==> config.mk <==
export PLATFORM = sky130hd
export DESIGN_NAME = sample_acq_ctrl
export DESIGN_NICKNAME = d
export VERILOG_FILES = /design/src/rtl/sample_acq_ctrl.sv
export SDC_FILE = /design/constraint.sdc
export NUM_CORES = 1
export LEC_CHECK = 0
export ABC_AREA = 1
export CAP_MARGIN = 20
export CORE_MARGIN = 4
export CORE_UTILIZATION = 25
export CTS_CLUSTER_DIAMETER = 200
export DETAILED_ROUTE_END_ITERATION = 8
export SLEW_MARGIN = 20
export SYNTH_ARGS = -nofsm -noshare
export SYNTH_HDL_FRONTEND = slang
export SYNTH_SLANG_ARGS = --single-unit
==> constraint.sdc <==
create_clock -name clk -period 1.6 [get_ports clk]
set_clock_uncertainty 0.15 [all_clocks]
set_input_delay 0.24 -clock clk [delete_from_list [all_inputs] [get_ports clk]]
set_output_delay 0.24 -clock clk [all_outputs]
set_load 0.01 [all_outputs]
==> src/rtl/sample_acq_ctrl.sv <==
// sample_acq_ctrl: strobe-driven ADC capture of N_SAMPLES words into a buffer RAM (ports: start/rate_sel/abort/adc_data in; sample_en, wr_en/wr_addr/wr_data, busy/done/aborted out)
module sample_acq_ctrl #(
  parameter int DIV_FAST  = 1000,
  parameter int DIV_SLOW  = 100000,
  parameter int N_SAMPLES = 1024,
  parameter int ADDR_W    = 10,
  parameter int DATA_W    = 12
) (
  input  logic              clk,
  input  logic              rst,
  input  logic              start,
  input  logic              rate_sel,
  input  logic              abort,
  input  logic [DATA_W-1:0] adc_data,
  output logic              sample_en,
  output logic              wr_en,
  output logic [ADDR_W-1:0] wr_addr,
  output logic [DATA_W-1:0] wr_data,
  output logic              busy,
  output logic              done,
  output logic              aborted
);
  localparam int DMAX = DIV_SLOW > DIV_FAST ? DIV_SLOW : DIV_FAST;
  localparam int CW = $clog2(DMAX);
  typedef enum logic [1:0] {IDLE, RUN, DONE} state_t;
  state_t state_q, state_d;
  logic rate_q, rate_d, sample_en_q, sample_en_d, wr_en_q, wr_en_d, aborted_q, aborted_d;
  logic run, last;
  logic [CW-1:0] div_cnt_q, div_cnt_d, div_lim;
  logic [ADDR_W-1:0] wr_addr_q, wr_addr_d;
  logic [DATA_W-1:0] wr_data_q, wr_data_d;
  always_comb begin
    run = state_q == RUN;
    div_lim = rate_q ? CW'(DIV_SLOW - 1) : CW'(DIV_FAST - 1);
    last = wr_en_q && wr_addr_q == ADDR_W'(N_SAMPLES - 1);
    state_d = state_q == IDLE ? (start && !abort ? RUN : IDLE)
            : state_q == RUN ? (abort ? IDLE : last ? DONE : RUN) : IDLE;
    rate_d = state_q == IDLE && start && !abort ? rate_sel : rate_q;
    div_cnt_d = run && !abort && div_cnt_q != div_lim ? div_cnt_q + 1'b1 : '0;
    // the final write cycle must not launch one more strobe into DONE
    sample_en_d = run && !abort && !last && div_cnt_q == div_lim;
    wr_en_d = run && !abort && sample_en_q;
    wr_data_d = sample_en_q ? adc_data : wr_data_q;
    // address wraps to 0 after the last write, and is held at 0 outside RUN
    wr_addr_d = state_d == RUN ? wr_addr_q + ADDR_W'(wr_en_q) : '0;
    aborted_d = abort && state_q != IDLE;
  end
  always_ff @(posedge clk or posedge rst) begin
    if (rst) begin
      state_q <= IDLE;
      rate_q <= 1'b0;
      div_cnt_q <= '0;
      sample_en_q <= 1'b0;
      wr_en_q <= 1'b0;
      wr_addr_q <= '0;
      wr_data_q <= '0;
      aborted_q <= 1'b0;
    end else begin
      state_q <= state_d;
      rate_q <= rate_d;
      div_cnt_q <= div_cnt_d;
      sample_en_q <= sample_en_d;
      wr_en_q <= wr_en_d;
      wr_addr_q <= wr_addr_d;
      wr_data_q <= wr_data_d;
      aborted_q <= aborted_d;
    end
  end
  // abort takes effect in its own cycle on the write and completion pulses
  assign sample_en = sample_en_q;
  assign wr_en = wr_en_q && !abort;
  assign wr_addr = wr_addr_q;
  assign wr_data = wr_data_q;
  assign busy = state_q != IDLE;
  assign done = state_q == DONE && !abort;
  assign aborted = aborted_q;
endmodule

* Word level (Yosys, flattened, before mapping) *
Index checks and enable logic that the tools add are counted.

word-level totals
  output and inout port bits = 27
  logic and storage cells = 40
  input port bits = 17
  bits in registers = 45

operators by class
  reduce and logical (&&, ||, !) cells = 16
  $add $sub $neg = 2
  equality and inequality tests = 6
  muxes and demuxes = 8

operator list
  operator                                        number
  two-way mux 17 bit                              2
  adder 17 x 1 -> 17 bit (second input constant)  1
  == test 17 bit                                  1
  inequality test 17 bit                          1
  logical AND 1 bit                               12
  adder 10 x 1 -> 10 bit                          1
  == test 10 bit (second input constant)          1
  two-way mux 10 bit                              1
  two-way mux 2 bit                               4
  == test 2 x 1 -> 1 bit (second input constant)  2
  == test 2 bit (second input constant)           1
  logical NOT 1 bit                               2
  logical NOT 2 bit                               1
  nonzero test 2 bit                              1
  two-way mux 1 bit                               1

* Depth between registers and ports, before layout *
  depth in word-level cells = 8
  depth in mapped cells = 10
  mapped depth without buffers = 9

* Least setup slack after synthesis *
OpenSTA, ideal clock, no wires.

  path kind = register to register
  from = register wr_addr_q[0] (netlist: wr_addr[0])
  to = register wr_addr_q[6] (netlist: wr_addr[6])
  arrival = 1315 ps
  cell stages (with the launch flop) = 8
  slack = 63 ps
  setup time = 71 ps
  path through = dfrtp_1 > ha_1 > ha_1 > inv_1 > nor2_1 > nand3_1 > xor2_1 > nor2_1

between the ends
  cells in the longest elaborated chain, start to end = 8
  elaborated cells between the ends (all ways) = 9
  classes of those cells = add/sub: 1; eq/ne: 2; mux: 5; reduce/logical: 1

ends and longest elaborated chain
  item                            line  RTL
  start, declared                 30    logic [ADDR_W-1:0] wr_addr_q, wr_addr_d;
  start signal, assigned          64    wr_addr_q <= wr_addr_d;
  == test 10 bit                  35    last = wr_en_q && wr_addr_q == ADDR_W'(N_SAMPLES - 1);
  logical AND 1 bit               35
  two-way mux 2 bit (3 in a row)  37    : state_q == RUN ? (abort ? IDLE : last ? DONE : RUN) : IDLE;
  two-way mux 2 bit               36    state_d = state_q == IDLE ? (start && !abort ? RUN : IDLE)
  == test 2 x 1 -> 1 bit          45    wr_addr_d = state_d == RUN ? wr_addr_q + ADDR_W'(wr_en_q) : '0;
  two-way mux 10 bit (*)          45
  net wr_addr_d[6]                30

The timed path passes the listed nets; every way through them passes the cells marked *.
A chain may end at the register's enable or synchronous reset.

* Final worst setup path *
  from = register aborted_q (netlist: aborted)
  to = output aborted

RTL lines
  item                    line  RTL
  start, declared         27    logic rate_q, rate_d, sample_en_q, sample_en_d, wr_en_q, wr_en_d, aborted_q, aborted_d;
  start signal, assigned  66    aborted_q <= aborted_d;
  end, declared           21    output logic aborted

No word-level cell between the ends.

==> impl_metrics.ini <==
[worst_setup_path]
path_cells = clkdlybuf4s50_1
required_ns = 1.21
startpoint_type = flip-flop
crit_fanout = 1
crit_family = buffers and inverters
crit_path_end_kind = output pin
cp_data_arrival_time_ns = 1.16
critPathKind = flip-flop to output pin
cpPeakStageDelay_ns = 0.54
crit_slowest_cell = clkdlybuf4s50_1
timing.critical_path.buf_inv = 1

[drt]
ant_nets = 0
vias_per_cell = 4.169
drt_iter0_markers = 61
drc_errors = 0
first_pass_iters = 4
dr_total_vias = 1855
totalWireLength_microns = 5103
wl_per_cell_microns = 11.47

[clocking]
cts_buffers = 5
cts_sinks = 45
htree_levels = 2
cts_root_buffer = clkbuf_8
insertion_delay_ns = 0.30
cts_tree = yes
cts.clk_slew.worst_paths_ns = 0.08
hold_buffers = 0
clock_path_buffers = 2

[synthesis]
ys_ff_latch = 45
synth.top_cell.area_share = 0.5208
synthTopCellsByCount = nand2_1, nor2_1, dfrtp_1, inv_1, xor2_1
synth_cells = 261
yosysSeqAreaShare = 0.5208
ys.flop_type = dfrtp_1
syn_nets = 281
syn_area_per_cell_sq_um = 8.284
yosysWarnings = 0
synth-edff-count = 0
async_reset_ff_frac = 1.000
yosysUniqueCellTypes = 24
syn_area_sq_mm = 0.002162
synth_most_common_cell = nand2_1
synth_area_leaders = dfrtp_1, nand2_1, nor2_1
synth_top_cell_by_area = dfrtp_1

[run]
maxCapViolations = 0

[placed_design]
numPortBuffers = 43
routabilityCongestion = 0.7641
pre_cts_slack_ns = -0.2235
placed_cells = 422
dpl-instance-area_sq_mm = 0.002838
hpwl_microns = 3589

[sta]
period_needed_ns = 1.550
hold_viol = 0
holdWs_ns = 0.03800
finalSetupViolCount = 0
finalWorstSetupSlack_ns = 0.04993
fin_crit_sh = 0.9688
rsz0062_at_grt = yes
slew_violations = 0
clock.fmax_mhz = 645.1
setup_tns_ns = 0
tightestPinTransition_ns = 0.4306
maxSlewHeadroom = 0.7112

[global_routing]
grt_pass1_wl_microns = 8362
grt.total_usage = 0.1001
overflow = 0
grt_max_degree = 29
antenna_found_initial = 0
grt_pass1_vias = 1906

[pwr]
vdd_drop_max_mv = 0.4553
power_density_mw_per_mm2 = 716.3
fin_total_pwr_mw = 2.237
p_leak_nw = 1.411

[cells_and_area]
regArea_sq_mm = 0.001126
nFillCells = 852
multi_input_area_sq_mm = 0.001021
nNetsFinal = 359
area_growth_pct = 44.44
drive_above_1_share = 0.1971
final_cells = 445
num_antenna_cells = 0
stdcell_area_sq_mm = 0.003123
final_util = 0.3763

[run_status]
status = completed

[worst_hold_path]
worstHoldPathType = primary input to async pin

[floorplanning]
pin_count = 44
chipWidth_microns = 101.0
rows = 33
coreArea_sq_mm = 0.008299
start_util = 0.2605
die_y_microns = 101.0
die_area_sq_mm = 0.01020
[final timing paths]
path                                    from            end  slack (ns)  cells past startpoint
worst min-delay path                     rst   div_cnt_q[7]        0.04                      2
worst max register to register  div_cnt_q[1]  div_cnt_q[10]        0.05                      8
worst max-delay path                 aborted        aborted        0.05                      1
max in group asynchronous                rst     wr_addr[5]        0.81                      3
worst min register to register    wr_data[0]     wr_data[0]        0.32                      2
min in group clk                adc_data[11]    wr_data[11]        0.32                      3
[repair_timing]
item	CTS	global route
gates cloned	0	3
endpoints found under the hold margin	0	0
pin swaps	0	6
resized for setup	27	24
setup endpoints to repair	32	35
buffers inserted	9	3
[power by group]
group	switching, mW	leakage [nW]	internal, mW	total, mW
clock	0.390	0.0574	0.508	0.898
sequential	0.0165	0.561	1.15	1.17
combinational	0.0918	0.792	0.0825	0.174
total	0.498	1.41	1.74	2.24
[logic make-up after synthesis]
group                    Yosys count  share of synthesized area
multiplexers                       1                   0.005208
flip-flops                        45                     0.5208
XOR/XNOR                          18                    0.07292
AND/OR/NAND/NOR                  163                     0.3223
AO/OA/AOI/OAI                      5                    0.01273
buffers and inverters             26                    0.04861
adder cells (fa/ha/maj)            3                    0.01736
[layout make-up]
class / instances / area share
clock buffer: 6 / 0.02644
sequential: 45 / 0.3606
multi-input combinational: 192 / 0.3269
timing repair inverter: 1 / 0.002404
timing repair buffer: 71 / 0.2011
tap: 105 / 0.04207
clock inverter: 2 / 0.01202
inverter: 23 / 0.02845
[cells in the final DEF (no fill, tap or decap), types with 3 or more instances in the layout]
master and instances:
buf_4 27, clkbuf_8 6, clkdlybuf4s50_1 17, dfrtp_1 45, dlygate4sd2_1 18, dlymetal6s2s_1 5, ha_2 3, inv_1 21
nand2_1 79, nand2_2 3, nand2_4 4, nand3_1 9, nand4_1 3, nor2_1 50, nor2_2 5, nor2_4 3
nor3_2 4, o21ai_0 3, xnor2_1 7, xor2_1 11
[routing by layer]
layer / global-route usage / vias up / wire length (microns)
met5: 0 / - / 0
met4: 0.02761 / 0 / 89
met3: 0.02837 / 11 / 261
met2: 0.1737 / 43 / 2457
met1: 0.1210 / 846 / 2294
li1: - / 955 / -
[flip-flops by register name, summed over array words and instances (netlist names)]
name and cells:
state_q 2, wr_en_q 1, sample_en 1, wr_addr 10, div_cnt_q 17, rate_q 1
aborted 1, wr_data 12
No activity file was read; power rests on OpenSTA's default activity.
